### src/rtl/mul_pkg.sv
// Constants and types shared across the multiplier datapath (compression tree,
// final adder and consumer).
package mul_pkg;

    localparam int PROD_W   = 32;
    localparam int SPLIT_LO = 16;

    typedef struct packed {
        logic [PROD_W-1:0] sum;
        logic [PROD_W-1:0] carry;
    } csa_pair_t;

endpackage

### src/rtl/csa_final_adder_pipe_if.sv
// Handshake bundle between the compression tree, the final adder and the product consumer.
// The master side drives the carry-save pair and out_ready; the slave side is the final adder.
interface csa_final_adder_pipe_if
    import mul_pkg::*;
#(
    parameter int W = PROD_W
);
    logic         in_valid;
    logic         in_ready;
    logic [W-1:0] sum_vec;
    logic [W-1:0] carry_vec;
    logic         out_valid;
    logic         out_ready;
    logic [W-1:0] product;
    logic         overflow;

    modport master (
        output in_valid, sum_vec, carry_vec, out_ready,
        input  in_ready, out_valid, product, overflow
    );

    modport slave (
        input  in_valid, sum_vec, carry_vec, out_ready,
        output in_ready, out_valid, product, overflow
    );
endinterface

### src/rtl/cpa_slice.sv
// N-bit ripple carry-propagate adder: a chain of full-adder cells with carry in and out.
module cpa_slice #(
    parameter int N = 16
) (
    input  logic [N-1:0] a,
    input  logic [N-1:0] b,
    input  logic         cin,
    output logic [N-1:0] s,
    output logic         cout
);
    logic [N:0] c;

    assign c[0] = cin;

    generate
        for (genvar gi = 0; gi < N; gi++) begin : g_fa
            assign s[gi]   = a[gi] ^ b[gi] ^ c[gi];
            assign c[gi+1] = (a[gi] & b[gi]) | (c[gi] & (a[gi] ^ b[gi]));
        end
    endgenerate

    assign cout = c[N];
endmodule

### src/rtl/csa_final_adder_pipe.sv
// Two-stage carry-propagate adder resolving the carry-save pair into the product:
// stage 1 adds the lower LO bits, stage 2 adds the upper bits plus the mid carry.
module csa_final_adder_pipe
    import mul_pkg::*;
#(
    parameter int W  = PROD_W,
    parameter int LO = SPLIT_LO
) (
    input  logic                   clk,
    input  logic                   rst,
    csa_final_adder_pipe_if.slave  bus
);
    localparam int HI = W - LO;

    logic          v1_q, v1_d;
    logic [LO-1:0] lo_q, lo_d;
    logic          c_mid_q, c_mid_d;
    logic [HI-1:0] s_hi_q, s_hi_d;
    logic [HI-1:0] c_hi_q, c_hi_d;
    logic          v2_q, v2_d;
    logic [W-1:0]  product_q, product_d;
    logic          overflow_q, overflow_d;

    logic          ready1, ready2, take_in, advance;
    logic [LO-1:0] lo_sum;
    logic          lo_cout;
    logic [HI-1:0] hi_sum;
    logic          hi_cout;

    cpa_slice #(.N(LO)) u_cpa_lo (
        .a    (bus.sum_vec[LO-1:0]),
        .b    (bus.carry_vec[LO-1:0]),
        .cin  (1'b0),
        .s    (lo_sum),
        .cout (lo_cout)
    );

    cpa_slice #(.N(HI)) u_cpa_hi (
        .a    (s_hi_q),
        .b    (c_hi_q),
        .cin  (c_mid_q),
        .s    (hi_sum),
        .cout (hi_cout)
    );

    // in_ready looks through both stages to out_ready so a full pipe can still stream.
    always_comb begin
        ready2  = !v2_q || bus.out_ready;
        ready1  = !v1_q || ready2;
        take_in = bus.in_valid && ready1;
        advance = v1_q && ready2;

        v1_d       = v1_q;
        lo_d       = lo_q;
        c_mid_d    = c_mid_q;
        s_hi_d     = s_hi_q;
        c_hi_d     = c_hi_q;
        v2_d       = v2_q;
        product_d  = product_q;
        overflow_d = overflow_q;

        if (take_in) begin
            v1_d    = 1'b1;
            lo_d    = lo_sum;
            c_mid_d = lo_cout;
            s_hi_d  = bus.sum_vec[W-1:LO];
            c_hi_d  = bus.carry_vec[W-1:LO];
        end else if (advance) begin
            v1_d = 1'b0;
        end

        if (advance) begin
            v2_d       = 1'b1;
            product_d  = {hi_sum, lo_q};
            overflow_d = hi_cout;
        end else if (v2_q && bus.out_ready) begin
            v2_d = 1'b0;
        end
    end

    always_ff @(posedge clk or posedge rst) begin
        if (rst) begin
            v1_q       <= 1'b0;
            lo_q       <= '0;
            c_mid_q    <= 1'b0;
            s_hi_q     <= '0;
            c_hi_q     <= '0;
            v2_q       <= 1'b0;
            product_q  <= '0;
            overflow_q <= 1'b0;
        end else begin
            v1_q       <= v1_d;
            lo_q       <= lo_d;
            c_mid_q    <= c_mid_d;
            s_hi_q     <= s_hi_d;
            c_hi_q     <= c_hi_d;
            v2_q       <= v2_d;
            product_q  <= product_d;
            overflow_q <= overflow_d;
        end
    end

    assign bus.in_ready  = ready1;
    assign bus.out_valid = v2_q;
    assign bus.product   = product_q;
    assign bus.overflow  = overflow_q;
endmodule

### src/flat_wrapper.sv
// flat-port wrapper written by rule: the top's interface ports become plain ports
module csa_final_adder_pipe_flat import mul_pkg::*;
#(
    parameter int W  = PROD_W,
    parameter int LO = SPLIT_LO
)
  (clk, rst, bus_in_valid, bus_sum_vec, bus_carry_vec, bus_out_ready, bus_in_ready, bus_out_valid, bus_product, bus_overflow);
  csa_final_adder_pipe_if #(.W(W)) bus_i ();
  input  logic clk;
  input  logic rst;
  input wire logic [$bits(bus_i.in_valid)-1:0] bus_in_valid;
  input wire logic [$bits(bus_i.sum_vec)-1:0] bus_sum_vec;
  input wire logic [$bits(bus_i.carry_vec)-1:0] bus_carry_vec;
  input wire logic [$bits(bus_i.out_ready)-1:0] bus_out_ready;
  output wire logic [$bits(bus_i.in_ready)-1:0] bus_in_ready;
  output wire logic [$bits(bus_i.out_valid)-1:0] bus_out_valid;
  output wire logic [$bits(bus_i.product)-1:0] bus_product;
  output wire logic [$bits(bus_i.overflow)-1:0] bus_overflow;
  assign bus_i.in_valid = bus_in_valid;
  assign bus_i.sum_vec = bus_sum_vec;
  assign bus_i.carry_vec = bus_carry_vec;
  assign bus_i.out_ready = bus_out_ready;
  assign bus_in_ready = bus_i.in_ready;
  assign bus_out_valid = bus_i.out_valid;
  assign bus_product = bus_i.product;
  assign bus_overflow = bus_i.overflow;
  csa_final_adder_pipe #(.W(W), .LO(LO)) u_core (.clk(clk), .rst(rst), .bus(bus_i));
endmodule
### config.mk
export PLATFORM = sky130hd
export DESIGN_NAME = csa_final_adder_pipe_flat
export DESIGN_NICKNAME = d
export VERILOG_FILES = /design/src/rtl/mul_pkg.sv /design/src/rtl/csa_final_adder_pipe_if.sv /design/src/rtl/cpa_slice.sv /design/src/rtl/csa_final_adder_pipe.sv /design/src/flat_wrapper.sv
export SDC_FILE = /design/constraint.sdc
export NUM_CORES = 1
export LEC_CHECK = 0
export ABC_AREA = 0
export CELL_PAD_IN_SITES_DETAIL_PLACEMENT = 1
export CELL_PAD_IN_SITES_GLOBAL_PLACEMENT = 2
export CORE_MARGIN = 1
export CORE_UTILIZATION = 36
export CTS_BUF_LIST = sky130_fd_sc_hd__clkbuf_8
export DETAILED_ROUTE_END_ITERATION = 7
export PLACE_DENSITY_LB_ADDON = 0.1
export SYNTH_ARGS = -nofsm -noshare
export SYNTH_HDL_FRONTEND = slang
export SYNTH_SLANG_ARGS = --single-unit
### constraint.sdc
create_clock -name clk -period 10.2 [get_ports clk]
set_input_delay 2.04 -clock clk [delete_from_list [all_inputs] [get_ports clk]]
set_output_delay 2.04 -clock clk [all_outputs]
set_load 0.05 [all_outputs]
==> results.yml <==
global_route:
  groute.usage.overall_pct: 14.7
  grt_pass1_vias: 2522
  grt_max_degree: 85
  antenna_found_initial: 0
  grt_pass1_wl_um: 13000
  gr-total-overflow: 0
die:
  num_rows: 38
  fp.coreArea_um2: 11000
  io_pins: 103
  die_h_um: 109
  die_w_um: 109
  dieArea_um2: 11900
  initial_core_util_pct: 37.5
pwr:
  swShare_pct: 36.1
  internal-power_mw: 0.884
  peakVddDrop_uv: 113
  power_switching_mw: 0.500
  combPwrFrac_pct: 42.9
  leakagePower_nw: 2.42
  clkPwrFrac_pct: 21.8
  powerDensity_nw_per_um2: 255
  power_frac_seq_pct: 35.2
yosys:
  syn_area_um2: 4120
  syn-num-nets: 334
  yosysUniqueCellTypes: 16
  synth_area_per_cell_um2: 17.6
  postSynthCellCount: 234
  yosysSeqAreaShare_pct: 51.0
  synth_seq_cells: 84
  ys_warn_count: 0
worst_setup_path:
  ff2ff_path_depth: 20
  arrival_ps: 8710
  ff2ff_setup_slack_ps: 2330
  critPathKind: "in -> reg"
  critPathCaptureType: "flip-flop"
  worst-path-max-fanout: 1
  worstSetupStartpointType: "input pin"
  rr_startpoint: "u_core.c_hi_q[0]"
  reg2reg_to: "u_core.bus.product[31]"
  cp.required_ps: 10460
timing:
  rsz0062_at_grt: "no"
  relSlewSlack_pct: 27.1
  tns_ps: 0
  max_freq_ghz: 0.118
  final-setup-viol-count: 0
  fin_skew_ps: 12.1
  worstMarginPinSlew_ps: 1090
  hold_viol_final: 0
  min_period_ps: 8450
  maxSlewViolCount: 0
  timing.final.crit_share_pct: 82.9
clock_network:
  clk_latency_ps: 350
  cts_tree: "built"
  root_buffer: "clkbuf_8"
  ctsHtreeMaxLevel: 3
  clk_path_buf_depth: 2
  cts_buffers: 9
  cts_hold_buf: 0
  clk_pin_slew_ps: 80
  cts_post_setup_buffers_inserted: 0
  ctsResizeCount: 0
  clock-sinks: 84
hold_path:
  whs_endpoint: "u_core.bus.product[15]"
  whs_path_depth: 1
  min_path_type: "reg -> reg"
  worstHoldStart: "u_core.bus.product[15]"
route:
  vias_per_cell: 4.54
  drc: 0
  drt-total-wl_um: 7860
  ant_nets: 0
  vias: 2199
  detail_route.first_pass.iterations: 3
  drt_iter0_drc: 58
  routedWlPerCell_um: 16.2
layout:
  diodes: 0
  area_delta_synth_final_pct: 31.9
  finalNonFillerCells: 484
  layout-drive-gt1-share_pct: 27.9
  finalNetCount: 440
placement:
  io_buffers: 102
  hpwl_um: 5370
  place.gp.congestion: 0.651
  place_inst: 469
flow_run:
  max_cap_violations: 0
run_status:
  run_status: "completed"
[critical path, stage by stage]
cell and delay [ps]:
clkdlybuf4s50_1 400, ha_1 190, inv_1 70, fa_1 170, inv_1 50, fa_1 370
fa_1 390, fa_1 400, fa_1 420, fa_1 400, fa_1 390, fa_1 400
fa_1 390, fa_1 390, fa_1 400, fa_1 410, fa_1 400, fa_1 370
inv_1 80, fa_1 410, a31oi_1 160
[synthesized netlist by cell type]
cell type  number  area share [%]
fa_1           31              15
buf_4           1            0.18
mux2i_1         1            0.24
nand2_2         1            0.15
a21oi_1         8            0.97
mux2_2         20             5.5
buf_12          6             2.9
nand2b_1        3            0.46
mux2_4         56              20
and2_4          1            0.21
nand3b_2        1            0.27
a31oi_1         2            0.30
inv_1          16             1.5
ha_1            1            0.30
buf_6           2            0.55
dfrtp_1        84              51
[routing by layer]
layer | wire length [µm] | vias to the layer above | track usage [%]
met3 | 593 | 7 | 6.04
li1 | - | 988 | -
met1 | 3310 | 1137 | 18.0
met4 | 90 | 0 | 4.05
met2 | 3860 | 67 | 23.7
met5 | 0 | - | 0
[final cells by class]
cell class / count / area [µm²]
inverters: 16 / 61.3
clock buffers: 9 / 124
well taps: 140 / 175
repair buffers: 104 / 1040
flip-flops and latches: 84 / 2100
fillers: 1085 / 5550
clock inverters: 6 / 129
multi-input cells: 125 / 1810
[power by group through the flow]
| stage | Combinational [mW] | Sequential [mW] | Clock (mW) |
|---|---|---|---|
| floorplan | 0.212 | 0.692 | 0 |
| global placement | 0.595 | 0.492 | 0 |
| detailed placement | 0.603 | 0.494 | 0 |
| CTS | 0.605 | 0.490 | 0.313 |
| global route | 0.634 | 0.501 | 0.324 |
| finish | 0.594 | 0.488 | 0.302 |
[worst max path at each step]
stage | start | to | slack (ps) | cells past startpoint
floorplan | bus_carry_vec[0] | u_core.lo_q[15] | 2150 | 20
global placement | bus_carry_vec[0] | u_core.lo_q[15] | 1440 | 21
detailed placement | bus_carry_vec[0] | u_core.lo_q[15] | 1340 | 21
CTS | bus_carry_vec[0] | u_core.lo_q[15] | 1700 | 21
global route | bus_carry_vec[0] | u_core.lo_q[15] | 1440 | 21
finish | bus_carry_vec[0] | u_core.lo_q[15] | 1750 | 21
[cell usage in the layout, fill, tap and decap left out]
master and n:
a21oi_1 8, clkbuf_8 9, fa_1 31, buf_4 2
bufinv_16 4, mux2_2 20, nand3b_2 1, nand2_2 1
mux2i_1 1, clkinv_2 2, a31oi_1 2, and2_4 1
dfrtp_1 84, inv_1 16, nand2b_1 3, ha_1 1
clkdlybuf4s50_1 102, mux2_4 56
[stage by stage]
step | utilization [%] | setup slack (ps) | hold slack (ps) | total power [mW] | cell area, µm²
after floorplan | - | 2150 | 479 | 0.904 | 4120
after global placement | 47.2 | 1440 | 492 | 1.09 | 5180
after detailed placement | 47.2 | 1340 | 493 | 1.10 | 5180
after CTS | 49.5 | 1700 | 518 | 1.41 | 5430
after global routing | 49.5 | 1440 | 527 | 1.46 | 5430
final | 49.5 | 1750 | 513 | 1.38 | 5430
[logic make-up (layout without fill, tap and decap cells)]
kind of cell | after synthesis | count (layout) | share of synthesized area (%)
flops | 84 | 84 | 51.0
fa+ha+maj | 32 | 32 | 15.4
compound gates | 10 | 10 | 1.28
buf+inv | 25 | 135 | 5.10
mux | 77 | 77 | 26.1
simple gates | 6 | 6 | 1.09
[registers in the layout, summed over array words and instances, names as in the netlist]
signal,flops
u_core.bus.product,32
u_core.c_hi_q,16
u_core.lo_q,16
u_core.s_hi_q,16
u_core.bus.out_valid,1
u_core.bus.overflow,1
u_core.c_mid_q,1
u_core.v1_q,1
Note: power is estimated with default switching activity, not from simulation.
==> RTL edit 1: new RTL, same settings <==
Make the reset (`rst`) synchronous in one clocked block.
--- a/src/rtl/csa_final_adder_pipe.sv
+++ b/src/rtl/csa_final_adder_pipe.sv
@@ -80,3 +80,3 @@
 
-    always_ff @(posedge clk or posedge rst) begin
+    always_ff @(posedge clk) begin
         if (rst) begin
Behaviour: differs if rst is asserted again (counterexample within 4 cycles, from zero or initial values and one cycle with rst high); with rst held inactive, the same outputs for 10 cycles.
==> RTL edit 1 against the original RTL <==
- register-to-register slack worse by 180 ps
- area after synthesis up 0.46%
- clock skew down 6.4 ps
- non-clock buffer count unchanged
- worst setup slack better by 3.6 ps
- design area down 0.74%
- sequential cell count unchanged
- global-route usage up 4.1 points
- cell count up 31%
- wire length up 33%
- fmax about the same
- largest cell class is now multi-input gates
- highest routed layer unchanged
Power is not compared: it rests on default switching activity, and its combinational part moved more than twofold at a synthesized area within 25%.
==> RTL edit 1: results (changes against the original RTL) <==
----------------------------------------------------
[Run status]
  Result of the run ... finished, final reports clean (unchanged)

[Yosys]
  Synth cell types ... 22 (was 16)
  Number of nets in the synthesized netlist ... 508 (was 334)
  Arithmetic-cell share of the synthesized area counting full adders, half adders and majority gates ... 0.153 (was 0.154)
  Sequential fraction of the synthesis area ... 0.406 (was 0.510)
  Post-synthesis area per instance ... 10.1 µm² (was 17.6 µm²)
  Most instantiated cells after synthesis ... sky130_fd_sc_hd__nand2b_1 (85), sky130_fd_sc_hd__dfxtp_1 (84), sky130_fd_sc_hd__mux2i_1 (42), sky130_fd_sc_hd__a21oi_1 (38), sky130_fd_sc_hd__fa_1 (31) (was sky130_fd_sc_hd__dfrtp_1 (84), sky130_fd_sc_hd__mux2_4 (56), sky130_fd_sc_hd__fa_1 (31), sky130_fd_sc_hd__mux2_2 (20), sky130_fd_sc_hd__inv_1 (16))
  Largest cells by area after synthesis ... sky130_fd_sc_hd__dfxtp_1 (41%), sky130_fd_sc_hd__fa_1 (15%), sky130_fd_sc_hd__nand2b_1 (13%) (was sky130_fd_sc_hd__dfrtp_1 (51%), sky130_fd_sc_hd__mux2_4 (20%), sky130_fd_sc_hd__fa_1 (15%))
  Primary FF master, synth ... sky130_fd_sc_hd__dfxtp_1 (was sky130_fd_sc_hd__dfrtp_1)

[Cells and area]
  Share of the final layout cell area in multi-input gates ... 0.415 (was 0.332)
  Layout sequential cell count ... 84 (unchanged)
  Comb_multi_in ... 274 (was 125)
  Fraction of final layout cells with drive strength greater than 1 ... 0.0487 (was 0.279)
  Area grow syn2layout ... 30.4% (was 31.9%)
  Fraction of area in registers ... 0.312 (was 0.387)

[Detailed routing]
  Detailed-router iteration count before antenna repair ... 4 (was 3)
  Aggregate routed wire length ... 10.4 mm (was 7.86 mm)
  Via count of the routed design ... 3133 (was 2199)

[Worst setup path]
  Endpoint of the most critical register-to-register path ... u_core.bus.product[31]$_SDFFE_PP0P_ (was u_core.bus.product[31]$_DFFE_PP0P_)

[Timing]
  Final hold slack ... 474 ps (was 513 ps)

[Placement]
  Post-place instance area ... 5190 µm² (was 5180 µm²)
  Post-Place Setup Slack ... 1320 ps (was 1340 ps)

[Worst hold path]
  Endpoint of the worst hold path ... u_core.bus.product[1]$_SDFFE_PP0P_ (was u_core.bus.product[15]$_DFFE_PP0P_)
  Hold path start ... u_core.lo_q[1]$_SDFFE_PP0P_ (was u_core.bus.product[15]$_DFFE_PP0P_)

[Floorplan]
  Area enclosed by the die boundary ... 11900 µm² (about the same)

[Global routing]
  Global-route usage over all layers ... 0.187 (was 0.147)
  First-pass GRT wire length ... 16.9 mm (was 13.0 mm)

----------------------------------------------------
==> RTL edit 1: cell families after synthesis <==
kind of cell,after synthesis
buffers and inverters,50
AND/OR/NAND/NOR,121
AO/OA/AOI/OAI,79
adder cells (fa/ha/maj),32
flip-flops,84
multiplexers,42
==> RTL edit 1: report_power, final <==
| group | internal, mW | total [mW] | switching, mW |
|---|---|---|---|
| registers | 0.350 | 0.365 | 0.0156 |
| logic | 0.0701 | 0.146 | 0.0761 |
| clock network | 0.130 | 0.248 | 0.117 |
| total | 0.550 | 0.759 | 0.209 |
==> RTL edit 1: worst max-delay path, cell delays in order <==
cell and delay, ps:
sky130_fd_sc_hd__clkdlybuf4s50_1 400, sky130_fd_sc_hd__ha_1 190, sky130_fd_sc_hd__inv_1 70, sky130_fd_sc_hd__fa_1 180
sky130_fd_sc_hd__inv_1 60, sky130_fd_sc_hd__fa_1 370, sky130_fd_sc_hd__fa_1 380, sky130_fd_sc_hd__fa_1 380
sky130_fd_sc_hd__fa_1 390, sky130_fd_sc_hd__fa_1 380, sky130_fd_sc_hd__fa_1 400, sky130_fd_sc_hd__fa_1 400
sky130_fd_sc_hd__fa_1 400, sky130_fd_sc_hd__fa_1 390, sky130_fd_sc_hd__fa_1 390, sky130_fd_sc_hd__fa_1 400
sky130_fd_sc_hd__fa_1 390, sky130_fd_sc_hd__fa_1 390, sky130_fd_sc_hd__inv_1 80, sky130_fd_sc_hd__fa_1 410
sky130_fd_sc_hd__a211oi_1 210
==> RTL edit 1: metal layers <==
| metal | GRT usage | wire length [µm] |
|---|---|---|
| met1 | 0.251 | 5130 |
| met2 | 0.305 | 4840 |
| met3 | 0.0275 | 320 |
| met4 | 0.0686 | 153 |
| met5 | 0 | 0 |
==> RTL edit 2: new RTL, same settings <==
Made on the original files. `SPLIT_LO`: 16 -> 8.
--- a/src/rtl/mul_pkg.sv
+++ b/src/rtl/mul_pkg.sv
@@ -5,3 +5,3 @@
     localparam int PROD_W   = 32;
-    localparam int SPLIT_LO = 16;
+    localparam int SPLIT_LO = 8;
 
Behaviour: no difference found for any inputs over 10 cycles, from zero or initial values and one cycle with rst high; that may be too few to reach the edited logic, so the function may still have changed.
==> RTL edit 2 against the original RTL <==
- wire length up 4.3%
- power rose by 1.9%
- sequential cell count grew 8
- critical path depth rose by 7
- worst setup slack worse by 1400 ps
- combinational power rose by 1%
- clock power down 6%
- synthesized cell count increased by 7.7%
- design area increased by 4.4%
- die area rose by 2.7%
- sequential share of layout area is 1.9 points higher
- highest routed layer unchanged
- area after synthesis is 2.7% higher
- clock skew is 3.0 ps lower
- sequential power is 8.0% higher
==> RTL edit 2: results (changes against the original RTL) <==
----------------------------------------------------
[Global routing]
  First-pass GRT wire length ... 13.9 mm (was 13.0 mm)
  Global-route usage over all layers ... 0.148 (was 0.147)
  M1 GR Usage ... 0.195 (was 0.180)

[Yosys]
  Largest cells by area after synthesis ... sky130_fd_sc_hd__dfrtp_1 (54%), sky130_fd_sc_hd__mux2_2 (15%), sky130_fd_sc_hd__fa_1 (15%) (was sky130_fd_sc_hd__dfrtp_1 (51%), sky130_fd_sc_hd__mux2_4 (20%), sky130_fd_sc_hd__fa_1 (15%))
  Fraction of the mapped netlist area in compound gates ... 0.0142 (was 0.0128)
  Post-synthesis mux area share ... 0.248 (was 0.261)
  Most instantiated cells after synthesis ... sky130_fd_sc_hd__dfrtp_1 (92), sky130_fd_sc_hd__mux2_2 (56), sky130_fd_sc_hd__fa_1 (31), sky130_fd_sc_hd__mux2_4 (27), sky130_fd_sc_hd__inv_1 (15) (was sky130_fd_sc_hd__dfrtp_1 (84), sky130_fd_sc_hd__mux2_4 (56), sky130_fd_sc_hd__fa_1 (31), sky130_fd_sc_hd__mux2_2 (20), sky130_fd_sc_hd__inv_1 (16))
  Arithmetic-cell share of the synthesized area counting full adders, half adders and majority gates ... 0.150 (was 0.154)

[Power]
  Cell-internal power ... 0.881 mW (was 0.884 mW)
  Peak VDD IR ... 0.144 mV (was 0.113 mV)
  Proportion of power drawn by combinational gates ... 0.427 (was 0.429)

[Timing]
  Slew Limit Headroom ... 0.376 (was 0.271)
  Worst Clk Skew ... 9.18 ps (was 12.1 ps)

[Cells and area]
  Fraction of area in registers ... 0.406 (was 0.387)
  Clock-cell share of area ... 0.0415 (was 0.0465)
  Fillers ... 1136 (was 1085)
  Signal inverters ... 15 (was 16)
  Fraction of final layout cells with drive strength greater than 1 ... 0.358 (was 0.279)
  Final-layout clock buffer total ... 12 (was 9)
  Non-filler instance count after layout ... 506 (was 484)
  Number of nets at the end of the flow ... 458 (was 440)
  Share of the final layout cell area in multi-input gates ... 0.327 (was 0.332)

[Run status]
  Result of the run ... finished, final reports clean (unchanged)

[Floorplan]
  Die X-Extent ... 110 µm (was 109 µm)

[Detailed routing]
  Routed wire length on met3 ... 437 µm (was 593 µm)
  WL met2 ... 3.92 mm (was 3.86 mm)
  First-iteration detailed-routing DRC count ... 59 (was 58)
  Via count of the routed design ... 2350 (was 2199)
  Met1 Wirelength ... 3.72 mm (was 3.31 mm)
  Aggregate routed wire length ... 8.19 mm (was 7.86 mm)

[Placement]
  Number of cells after detailed placement ... 489 (was 469)
  Post-place instance area ... 5420 µm² (was 5180 µm²)
  Detailed Place HPWL ... 5.66 mm (was 5.37 mm)
  Routability-driven placement congestion ratio ... 0.663 (was 0.651)

[Clock tree]
  Setup repair bufs after CTS ... 1 (was 0)

[Worst setup path]
  Largest fanout of any net on the critical path ... 2 (was 1)

----------------------------------------------------
-- RTL edit 2: path summary, 6_finish.rpt --
check | from | end | slack (ps) | cells past startpoint
max reg2reg | u_core.c_hi_q[0]$_DFFE_PP0P_ | u_core.bus.product[31]$_DFFE_PP0P_ | 340 | 28
max | u_core.c_hi_q[0]$_DFFE_PP0P_ | u_core.bus.product[31]$_DFFE_PP0P_ | 340 | 28
max in group asynchronous | rst | u_core.c_hi_q[16]$_DFFE_PP0P_ | 7080 | 3
min reg2reg | u_core.lo_q[5]$_DFFE_PP0P_ | u_core.bus.product[5]$_DFFE_PP0P_ | 510 | 1
min in group asynchronous | rst | u_core.s_hi_q[3]$_DFFE_PP0P_ | 2040 | 2
min | u_core.lo_q[5]$_DFFE_PP0P_ | u_core.bus.product[5]$_DFFE_PP0P_ | 510 | 1
-- RTL edit 2: through the flow --
stage	setup slack (ps)	utilization
global route	15.7	0.497
detailed placement	-364	0.475
global placement	-245	0.475
CTS	17.2	0.496
finish	342	0.497
floorplan	17.7	-
